<file path="src/rtl/serial_sub.sv">
// serial_sub: bit-serial LSB-first unsigned subtractor (diff = a - b) with start/busy/done handshake
module serial_sub #(
  parameter int WIDTH = 8
) (
  input  logic             clk,
  input  logic             reset,
  input  logic             start,
  input  logic [WIDTH-1:0] a,
  input  logic [WIDTH-1:0] b,
  output logic             busy,
  output logic             done,
  output logic [WIDTH-1:0] diff,
  output logic             borrow
);
  localparam int CW = $clog2(WIDTH + 1);
  typedef enum logic {IDLE, RUN} state_t;
  state_t state_q, state_d;
  logic [WIDTH-1:0] sa_q, sa_d, sb_q, sb_d, diff_q, diff_d;
  logic [CW-1:0] cnt_q, cnt_d;
  logic br_q, br_d, done_q, done_d, borrow_q, borrow_d, a0, b0, last;
  always_comb begin
    a0 = sa_q[0];
    b0 = sb_q[0];
    last = cnt_q == CW'(WIDTH - 1);
    state_d = state_q;
    sa_d = sa_q;
    sb_d = sb_q;
    diff_d = diff_q;
    cnt_d = cnt_q;
    br_d = br_q;
    borrow_d = borrow_q;
    done_d = 1'b0;
    if (state_q == IDLE) begin
      if (start) begin
        state_d = RUN;
        sa_d = a;
        sb_d = b;
        br_d = 1'b0;
        cnt_d = '0;
      end
    end else begin
      // new result bit enters at the MSB so the LSB-first stream lands in place
      diff_d = WIDTH'({a0 ^ b0 ^ br_q, diff_q} >> 1);
      br_d = (~a0 & b0) | (~(a0 ^ b0) & br_q);
      sa_d = sa_q >> 1;
      sb_d = sb_q >> 1;
      cnt_d = cnt_q + CW'(1);
      if (last) begin
        borrow_d = br_d;
        done_d = 1'b1;
        state_d = IDLE;
      end
    end
  end
  always_ff @(posedge clk) begin
    if (reset) begin
      state_q <= IDLE;
      sa_q <= '0;
      sb_q <= '0;
      diff_q <= '0;
      cnt_q <= '0;
      br_q <= 1'b0;
      borrow_q <= 1'b0;
      done_q <= 1'b0;
    end else begin
      state_q <= state_d;
      sa_q <= sa_d;
      sb_q <= sb_d;
      diff_q <= diff_d;
      cnt_q <= cnt_d;
      br_q <= br_d;
      borrow_q <= borrow_d;
      done_q <= done_d;
    end
  end
  assign busy = state_q == RUN;
  assign done = done_q;
  assign diff = diff_q;
  assign borrow = borrow_q;
endmodule

</file>
<file path="config.mk">
export PLATFORM = sky130hd
export DESIGN_NAME = serial_sub
export DESIGN_NICKNAME = d
export VERILOG_FILES = /design/src/rtl/serial_sub.sv
export SDC_FILE = /design/constraint.sdc
export NUM_CORES = 1
export LEC_CHECK = 0
export BUFFER_PORTS_ARGS = -buffer_cell sky130_fd_sc_hd__buf_2
export CORE_MARGIN = 1
export CORE_UTILIZATION = 57
export CTS_CLUSTER_DIAMETER = 50
export DETAILED_ROUTE_END_ITERATION = 12
export PLACE_DENSITY_LB_ADDON = 0.2
export SLEW_MARGIN = 20
export SYNTH_ARGS = -nofsm -noshare
export SYNTH_HDL_FRONTEND = slang
export SYNTH_SLANG_ARGS = --single-unit
</file>
<file path="constraint.sdc">
create_clock -name clk -period 2 [get_ports clk]
set_input_delay 0.4 -clock clk [delete_from_list [all_inputs] [get_ports clk]]
set_output_delay 0.4 -clock clk [all_outputs]
set_load 0.1 [all_outputs]
</file>
# Yosys cells after proc, flatten, opt, wreduce, memory -nomap -nowiden

Index checks and enable logic that the tools add are counted.
Widths: inputs -> output; s select.

Equal/unequal tests: 1
Bitwise gates (word level): 8
$add $sub $neg: 1
Reductions and logical operators: 4
Mux-type cells: 12

Operators by type and width:

| kind                | count |
|---|---|
| $mux 7              | 4 |
| $mux 4              | 2 |
| $mux 1              | 6 |
| $add 4x1->4 const B | 1 |
| $eq 4x3->1 const B  | 1 |
| $reduce_or 2->1     | 2 |
| $not 1->1           | 3 |
| $and 1x1->1         | 2 |
| $reduce_and 2->1    | 1 |
| $reduce_bool 2->1   | 1 |
| $xor 1x1->1         | 2 |
| $or 1x1->1          | 1 |

Input port bits: 19
Word-level logic and storage cells: 36
Output and inout port bits: 11
Flip-flop bits (word level): 32

# Logic depth before layout (Yosys ltp)

Gate-level depths: netlist of run 1.

Word-level depth: 5
Gate-level depth with buffers: 5

# Worst setup path after synthesis of run 1

Ideal clock, no wire load.

Kind: reg2reg
From: register state_q (netlist: busy)
To: register cnt_q[3]
Setup time: 128 ps
Arrival: 1682 ps
Stages on the path, launching flop included: 6
Path slack: 190 ps
Path buffers: 2
Path through: dfxtp_1 buf_4 buf_6 nand4_1 a32oi_1 nor2_1

Longest elaborated chain between the ends: 1

RTL lines:

| what                                               | RTL line | text |
|---|---|---|
| from (decl)                                        | 17       | `state_t state_q, state_d;` |
| from (signal assigned)                             | 66       | `state_q <= state_d;` |
| $mux 4 / $reduce_bool 2->1 (equally long branches) | --       |  |
| to (signal assigned)                               | 70       | `cnt_q <= cnt_d;` |
| to (decl)                                          | 19       | `logic [CW-1:0] cnt_q, cnt_d;` |

Several ways; a longest one is shown, not always the timed one.
A chain may end at the register's enable or synchronous reset.

# Worst setup path in the final report of run 1

From: register diff_q[7] (netlist: diff[7])
To: output diff[7]

RTL lines:

| what                   | RTL line | text |
|---|---|---|
| from (decl)            | 18       | `logic [WIDTH-1:0] sa_q, sa_d, sb_q, sb_d, diff_q, diff_d;` |
| from (signal assigned) | 69       | `diff_q <= diff_d;` |
| to (decl)              | 12       | `output logic [WIDTH-1:0] diff,` |

No word-level cell between the ends.

==> flow_summary_export.csv, run 1 <==
group,metric,value,unit
critical_path,reg2reg_from,"sb_q[0]",
layout,fin_area,0.00164,sq mm
sta,setup_ws,476,ps
clock_tree,cts_buffers,5,
grt,grt_max_degree,33,
placement,port_buffers,29,
critical_path,critical_path.slowest_cell,"buf_2",
grt,grt_pass1_wl,3.73,mm
synth,syn_area_per_cell,11.1,sq um
critical_path,cp.required,1600,ps
grt,track_usage,19.7,%
power,cellLeakagePower,0.758,nW
grt,grt_overflow,0,
floorplan,die_h,52.3,um
layout,final_core_util,71.6,%
synth,synth_edf_count,0,
clock_tree,cts-resized-gates,0,
synth,ys_ff_latch,32,
power,total_power,1.24,mW
synth,synth_top_area_cell,"dfxtp_1",
sta,setup_viol,0,
critical_path,r2r_cells,5,
drt,route.detailed.drc,0,
critical_path,end_kind,"output pin",
placement,dp_cells,180,
floorplan,die_area,0.00273,sq mm
critical_path,cp.arrival,1120,ps
critical_path,crit_family,"buffers and inverters",
flow_run,cap_violations,0,
sta,maxSlewHeadroom,61.9,%
grt,grt_pass1_vias,906,
floorplan,ios,30,
critical_path,crit_type,"reg -> out",
layout,final_cells,188,
sta,worstMarginPinSlew,572,ps
min_path,hold_start,"a[7]",
power,vdd_ir_drop_max,0.484,mV
sta,rsz0062_at_grt,"false",
drt,routedWlPerCell,11.9,um
drt,vias_per_cell,5.38,
sta,max_freq,656,MHz
clock_tree,cts_tree,"yes",
floorplan,start_util,62.7,%
clock_tree,clk_pin_slew,90,ps
layout,synthToLayoutAreaGrowth,14.1,%
synth,yosysSeqAreaShare,44.4,%
min_path,hold_depth,3,
min_path,min_to,"sa_q[7]",
layout,fillers,190,
critical_path,cp_slowest_stage_delay,440,ps
sta,slew_viol_final,0,
sta,finalHoldViolations,0,
drt,ant_nets,0,
clock_tree,cts.sinks,32,
clock_tree,cts_max_level,2,
synth,yosysWarnings,0,
layout,antenna_cells_inserted,0,
critical_path,crit_cells,1,
clock_tree,cts_setup_buffers,0,
sta,period_share,76.2,%
min_path,holdCritPathClass,"in -> reg",
synth,ys_top_cells_by_area,"dfxtp_1 (44%), mux2i_1 (17%), mux2_4 (15%)",
critical_path,path_buf_inv,1,
synth,yosys-top-cells-count,"dfxtp_1 (32), nor2_1 (28), mux2i_1 (25), mux2_4 (14)",
floorplan,coreArea,0.00230,sq mm
sta,min_period,1520,ps
synth,synthCells,130,
synth,yosys_most_used_dff,"dfxtp_1",
critical_path,r2r_end,"br_q",
clock_tree,ctsHoldBuffers,0,
drt,firstDrtPassIters,4,
placement,dp_hpwl,1.56,mm
layout,fin_nets,180,
critical_path,cp_max_fo,3,
synth,synth_top_area_share,44.4,%
floorplan,rows,17,
drt,num_vias,1012,
synth,ys_types,22,
clock_tree,clock_tree.root_cell,"clkbuf_4",
placement,place_ws,445,ps
clock_tree,clkLatencyLatePin,320,ps
sta,hold_slack,367,ps
critical_path,r2r_slack,760,ps
layout,drive_gt1_share,33.8,%
placement,globalplace.congestion,0.633,
sta,fin_worst_skew,2.17,ps
drt,totalWireLength,2.23,mm
run_status,status,"finished clean",
clock_tree,clock_path_buffers,2,
synth,ys_async_sr_fraction,0,%
synth,syn_area,0.00144,sq mm
critical_path,cp-start-kind,"register",
sta,fin_setup_tns,0,ps
synth,yosysMostFrequentCell,"dfxtp_1",
critical_path,path_cells,"buf_2",
grt,grt_antenna_before_repair,0,
drt,drtIter0Drc,3,
synth,syn_nets,151,
placement,place_area,0.00159,sq mm
power,powerDensity,752,mW/mm^2
floorplan,dieWidth,52.3,um
[cell type report]
cell class                      instances  area [sq um]  area share (%)
Tap cell                               28          35.0            2.13
Sequential cell                        32           642            39.0
Multi-Input combinational cell         86           722            43.9
Clock buffer                            8          58.8            3.58
Inverter                                3          11.3           0.685
Timing Repair Buffer                   31           175            10.7
[cell usage in the layout, fill, tap and decap left out, drive strengths merged]
cell type	instances
buf	31
o31a	1
dfxtp	32
nor3b	1
mux2	14
inv	3
a32oi	1
mux2i	25
a21oi	3
fa	1
ha	1
and4b	2
nor3	3
nor2b	1
nor2	28
nand2b	2
a211oi	2
nand4	1
clkbuf	8
[flip-flops by register name (all words and copies together) (netlist names)]
| name | flops |
|---|---|
| sb_q | 8 |
| cnt_q | 4 |
| br_q | 1 |
| busy | 1 |
| done | 1 |
| borrow | 1 |
| diff | 8 |
| sa_q | 8 |
[power by group]
part / switching (mW) / total (mW) / internal, mW
registers: 0.0171 / 0.681 / 0.664
logic: 0.0942 / 0.188 / 0.0934
clock network: 0.195 / 0.368 / 0.173
total: 0.306 / 1.24 / 0.930
[logic make-up (layout without fill, tap and decap cells)]
group,Yosys count,count (layout),share of synthesized area (%)
buffers and inverters,12,42,5.47
adder cells (fa/ha/maj),2,2,2.26
multiplexers,39,39,31.9
AO/OA/AOI/OAI,7,7,3.65
flip-flops,32,32,44.4
AND/OR/NAND/NOR,38,38,12.2
[layer usage]
metal | routed length (um) | vias up | track usage [%]
met3 | 100 | 7 | 6.09
met1 | 978 | 472 | 20.7
met5 | 0 | - | 0
li1 | - | 507 | -
met2 | 1090 | 26 | 33.3
met4 | 57 | 0 | 13.2
[worst max-delay path by stage]
stage	start	to	slack, ps
final	diff[7]	diff[7]	480
after global routing	diff[7]	diff[7]	410
after CTS	diff[7]	diff[7]	450
after detailed placement	start	sb_q[4]	440
after global placement	start	sb_q[6]	490
after floorplan	busy	cnt_q[3]	190
(Power assumes the default switching activity.)
==> run 2, diff against run 1 <==
ABC_AREA = 1   (was default)
CORE_UTILIZATION = 52   (was 57)
clock period = 1.5 ns   (was 2 ns; I/O delays follow)
==> run 2 against run 1 <==
  * Worst setup slack lost 400 ps
  * Power grew 35%
  * Clock power grew 49%
  * Via count grew 24%
  * Global-route usage grew 3.5 points
  * Cell count grew 33%
  * Combinational power grew 13%
  * Sequential power grew 33%
  * Largest cell class is now sequential cells
  * Highest routed layer unchanged
==> flow_summary_export.csv, run 2 <==
group,metric,value,unit
run_status,status,"finished clean",
flow_run,cap_violations,0,
sta,min_period,1420,ps
clock_tree,cts_max_level,2,
synth,ys_top_cells_by_area,"dfxtp_1 (47%), nand2_1 (16%), nand3_1 (12%)",
synth,yosysMostFrequentCell,"nand2_1",
drt,drtIter0Drc,30,
drt,totalWireLength,2.71,mm
critical_path,cp_slowest_stage_delay,410,ps
layout,antenna_cells_inserted,0,
placement,globalplace.congestion,0.795,
clock_tree,cts_tree,"yes",
critical_path,startpoint,"busy",
synth,syn_area,0.00136,sq mm
drt,top_layer,"met4",
critical_path,r2r_cells,3,
drt,route.detailed.drc,0,
floorplan,coreArea,0.00248,sq mm
drt,wl_met2,1.28,mm
power,p_comb_share,12.7,%
critical_path,end_kind,"output pin",
min_path,hold_start,"reset",
layout,layout_common_cells,"nand2_1 (57), nand3_1 (33), dfxtp_1 (31)",
synth,yosysWarnings,0,
critical_path,cp-start-kind,"register",
clock_tree,clock_tree.root_cell,"clkbuf_4",
floorplan,dieWidth,53.1,um
critical_path,cp.required,1200,ps
layout,fin_nets,241,
power,p_seq_share,54.3,%
grt,grt_pass1_wl,4.59,mm
grt,grt_overflow,0,
clock_tree,cts_buffers,5,
power,pwr-share-clk,33.0,%
grt,track_usage,23.2,%
placement,dp_hpwl,1.96,mm
synth,ys_async_sr_fraction,0,%
power,total_power,1.66,mW
min_path,holdCritPathClass,"in -> reg",
clock_tree,clk_pin_slew,100,ps
layout,drive_gt1_share,20.9,%
synth,yosys_most_used_dff,"dfxtp_1",
drt,firstDrtPassIters,5,
sta,fin_setup_tns,0,ps
critical_path,cp.arrival,1120,ps
drt,ant_nets,0,
clock_tree,clock_path_buffers,2,
critical_path,critical_path.slowest_cell,"dfxtp_4",
critical_path,r2r_end,"diff[7]",
synth,synth_top_area_cell,"dfxtp_1",
critical_path,reg2reg_from,"busy",
power,cellLeakagePower,0.825,nW
placement,port_buffers,29,
critical_path,crit_type,"reg -> out",
floorplan,die_area,0.00282,sq mm
floorplan,rows,18,
power,internal_power,1.22,mW
synth,ys_types,21,
min_path,min_to,"cnt_q[0]",
sta,rsz0062_at_grt,"false",
drt,vias_per_cell,5.00,
grt,grt_pass1_vias,1083,
synth,synthCells,188,
sta,fin_worst_skew,6.10,ps
clock_tree,cts_setup_buffers,0,
sta,period_share,94.7,%
power,swShare,26.5,%
sta,worstMarginPinSlew,484,ps
drt,num_vias,1251,
floorplan,ios,30,
layout,fillers,232,
clock_tree,cts.sinks,32,
sta,max_freq,704,MHz
grt,grt_antenna_before_repair,0,
sta,finalHoldViolations,0,
sta,setup_viol,0,
synth,syn_area_per_cell,7.23,sq um
synth,synth_edf_count,0,
layout,seq_area,644,sq um
power,p_sw,440,uW
synth,yosysSeqAreaShare,47.1,%
sta,maxSlewHeadroom,67.9,%
layout,multi_input_comb_area,566,sq um
drt,wl_met3,113,um
clock_tree,clkLatencyLatePin,330,ps
grt,grt_max_degree,19,
critical_path,cp_max_fo,17,
drt,routedWlPerCell,10.8,um
layout,synthToLayoutAreaGrowth,18.6,%
synth,ys_ff_latch,32,
critical_path,path_cells,"buf_6 > buf_12",
synth,yosys-top-cells-count,"nand2_1 (57), nand3_1 (33), dfxtp_1 (32), inv_1 (26), nor2_1 (9)",
synth,syn_nets,209,
floorplan,start_util,54.8,%
synth,synth_top_area_share,47.1,%
floorplan,die_h,53.1,um
power,vdd_ir_drop_max,0.688,mV
drt,wl_met1,1.28,mm
power,powerDensity,1030,mW/mm^2
layout,layout.cells.most_common,"nand2_1",
critical_path,r2r_slack,360,ps
min_path,hold_depth,2,
sta,slew_viol_final,0,
[run 2: changes by cell type in the layout (fill, tap and decap cells not counted), sizes merged, moves of 3 or more]
cell	change
mux2i	-25
inv	+25
nand3	+33
mux2	-14
nor3	-3
nor2	-18
o21ai	+3
nand2	+58
o22ai	+6
[run 2: cell type report]
type / instances / share of cell area [%]
Clock buffer: 7 / 4.04
Tap cell: 30 / 2.33
Sequential cell: 32 / 40.0
Multi-Input combinational cell: 120 / 35.1
Timing Repair Buffer: 33 / 12.0
Inverter: 28 / 6.52
[run 2: how the worst max path moves through the flow]
stage / slack, ps / depth (start not counted) / end
floorplan: 130 / 6 / sa_q[0]
global placement: 370 / 2 / busy
CTS: 30 / 2 / busy
finish: 80 / 2 / busy
global route: 20 / 2 / busy
detailed placement: 330 / 4 / busy
[run 2: metrics by stage]
| step | cell area [sq um] | util (%) | hold slack, ps | cells | setup WS (ps) |
|---|---|---|---|---|---|
| global placement | 1540 | 62.2 | 457 | 243 | 370 |
| floorplan | 1360 | - | 372 | 188 | 127 |
| finish | 1610 | 65.1 | 138 | 250 | 79.2 |
| global route | 1610 | 65.1 | 130 | 250 | 21.2 |
| detailed placement | 1540 | 62.2 | 455 | 243 | 335 |
| CTS | 1610 | 64.9 | 129 | 250 | 26.1 |
[run 2: power groups by stage]
stage | sequential, mW | combinational, mW | clock, mW
floorplan | 0.949 | 0.124 | 0
finish | 0.904 | 0.212 | 0.549
CTS | 0.905 | 0.212 | 0.566
global placement | 0.923 | 0.205 | 0
detailed placement | 0.924 | 0.210 | 0
global route | 0.909 | 0.239 | 0.589
[run 2: kinds of logic (layout without fill, tap and decap cells)]
| kind of cell | Yosys count | after routing | share of synthesized area (%) |
|---|---|---|---|
| and+or+nand+nor | 103 | 103 | 32.7 |
| AOI/OAI and AO/OA | 15 | 15 | 6.54 |
| buffers and inverters | 36 | 68 | 11.2 |
| DFF | 32 | 32 | 47.1 |
| adders and majority gates | 2 | 2 | 2.39 |
[run 2: timing repair]
action | in CTS | in global routing
hold buffers | 0 | 0
resized for setup | 1 | 1
pin swaps | 0 | 0
endpoints found under the setup margin | 1 | 1
hold endpoints to repair | 0 | 0
[run 2: per-layer routing]
layer	up-vias	GRT usage, %
li1	655	-
met1	566	27.6
met2	25	36.7
met3	5	7.47
met4	0	12.3
met5	-	0
[run 2: worst max-delay path, delay by kind of cell, from the launching register on]
kind                   cells  cell delay (ps)
buffers and inverters      2              380
DFF                        1              410
==> run 3, diff against run 2 <==
--- a/constraint.sdc
+++ b/constraint.sdc
@@ -3,2 +3,2 @@
 set_output_delay 0.3 -clock clk [all_outputs]
-set_load 0.1 [all_outputs]
+set_load 0.01 [all_outputs]
==> run 3 against run 2 <==
  * Count of clock-buffer cells in the layout unchanged
  * Clock skew increased by 5.7 ps
  * Wire length increased by 0.92%
  * Fmax decreased by 0.91%
  * Critical endpoint unchanged
  * Largest cell class unchanged
  * Highest routed layer unchanged
==> flow_summary_export.csv, run 3 (synthesis gave the netlist of run 2 again) <==
group,metric,value,unit
clock_tree,cts_setup_buffers,0,
power,cellLeakagePower,0.824,nW
clock_tree,cts.sinks,32,
layout,multi_input_comb_area,566,sq um
sta,max_freq,697,MHz
power,powerDensity,1020,mW/mm^2
sta,period_share,95.6,%
layout,fin_area,0.00160,sq mm
drt,vias_per_cell,4.96,
grt,track_usage,21.7,%
drt,num_vias,1244,
critical_path,cp_slowest_stage_delay,440,ps
floorplan,rows,18,
min_path,holdCritPathClass,"in -> reg",
floorplan,start_util,54.8,%
layout,synthToLayoutAreaGrowth,17.5,%
grt,grt_pass1_vias,1120,
critical_path,r2r_cells,3,
critical_path,reg2reg_from,"busy",
clock_tree,cts_buffers,5,
grt,grt_overflow,0,
layout,drive_gt1_share,20.8,%
power,p_comb_share,11.0,%
floorplan,die_h,53.1,um
sta,worstMarginPinSlew,394,ps
sta,maxSlewHeadroom,73.7,%
layout,fin_nets,242,
critical_path,path_cells,"buf_4 > buf_2",
drt,drtIter0Drc,29,
power,vdd_ir_drop_max,0.838,mV
critical_path,r2r_end,"diff[7]",
power,pwr-share-clk,33.4,%
drt,route.detailed.drc,0,
placement,place_area,0.00153,sq mm
power,swShare,24.9,%
critical_path,cp_max_fo,12,
clock_tree,clock_tree.root_cell,"clkbuf_4",
layout,seq_area,641,sq um
critical_path,cp.arrival,1130,ps
clock_tree,cts-resized-gates,0,
critical_path,cp.required,1200,ps
min_path,hold_start,"reset",
drt,firstDrtPassIters,6,
drt,ant_nets,0,
critical_path,r2r_slack,350,ps
grt,grt_pass1_wl,4.38,mm
layout,fillers,243,
critical_path,cp-start-kind,"register",
sta,finalHoldViolations,0,
critical_path,path_buf_inv,2,
sta,rsz0062_at_grt,"false",
flow_run,cap_violations,0,
clock_tree,cts_tree,"yes",
floorplan,coreArea,0.00248,sq mm
drt,routedWlPerCell,10.9,um
floorplan,ios,30,
placement,globalplace.congestion,0.767,
layout,antenna_cells_inserted,0,
min_path,hold_depth,2,
placement,dp_hpwl,1.97,mm
critical_path,critical_path.slowest_cell,"dfxtp_1",
power,p_sw,405,uW
critical_path,crit_type,"reg -> out",
sta,fin_worst_skew,11.8,ps
layout,layout_common_cells,"nand2_1 (57), nand3_1 (33), dfxtp_1 (32)",
grt,grt_antenna_before_repair,0,
power,p_seq_share,55.6,%
drt,totalWireLength,2.73,mm
floorplan,die_area,0.00282,sq mm
placement,port_buffers,29,
grt,grt_max_degree,19,
min_path,min_to,"cnt_q[0]",
layout,layout.cells.most_common,"nand2_1",
clock_tree,cts_max_level,2,
critical_path,end_kind,"output pin",
run_status,status,"finished clean",
sta,setup_viol,0,
sta,fin_setup_tns,0,ps
sta,slew_viol_final,0,
clock_tree,clk_pin_slew,100,ps
clock_tree,clock_path_buffers,2,
clock_tree,ctsHoldBuffers,0,
floorplan,dieWidth,53.1,um
power,internal_power,1.22,mW
sta,min_period,1430,ps
critical_path,crit_family,"flip-flops",
clock_tree,clkLatencyLatePin,330,ps
[run 3: cell types whose count changed in the layout (fill, tap and decap cells not counted)]
cell	before	now
buf_2	28	29
buf_12	1	0
dfxtp_1	31	32
buf_6	1	0
buf_4	3	5
dfxtp_4	1	0
[run 3: layer usage]
metal  track usage (%)  wire, um  vias up
met4              10.5        44        0
met5                 0         0        -
met2              38.0      1320       28
met1              23.6      1230      551
li1                  -         -      658
met3              6.32       134        7
[run 3: stage by stage]
| step | util, % | power, mW | hold slack, ps | setup WS [ps] | cells |
|---|---|---|---|---|---|
| final | 64.4 | 1.62 | 145 | 66.1 | 251 |
| after global routing | 64.4 | 1.69 | 145 | 27.2 | 251 |
| after CTS | 64.4 | 1.64 | 134 | 57.7 | 251 |
| after detailed placement | 61.8 | 1.10 | 458 | 324 | 244 |
| after global placement | 61.8 | 1.10 | 455 | 344 | 244 |
| after floorplan | - | 1.04 | 372 | 427 | 188 |
[run 3: power by group through the flow]
stage / sequential [mW] / clock [mW] / combinational [mW]
after floorplan: 0.920 / 0 / 0.124
after global placement: 0.920 / 0 / 0.175
after detailed placement: 0.923 / 0 / 0.180
after CTS: 0.903 / 0.558 / 0.181
after global routing: 0.906 / 0.582 / 0.204
final: 0.903 / 0.542 / 0.179
[run 3: worst max path at each step]
stage / startpoint / end / slack (ps) / cells past startpoint
after floorplan: busy / sa_q[0] / 430 / 6
after global placement: start / sb_q[0] / 340 / 6
after detailed placement: start / sb_q[4] / 320 / 6
after CTS: busy / busy / 60 / 2
after global routing: busy / busy / 30 / 2
final: busy / busy / 70 / 2
[run 3: layout make-up]
class / instances / area share [%]
multi-input cells: 120 / 35.4
inverters: 28 / 6.58
flip-flops and latches: 32 / 40.1
well taps: 30 / 2.35
clock buffers: 7 / 4.08
repair buffers: 34 / 11.4
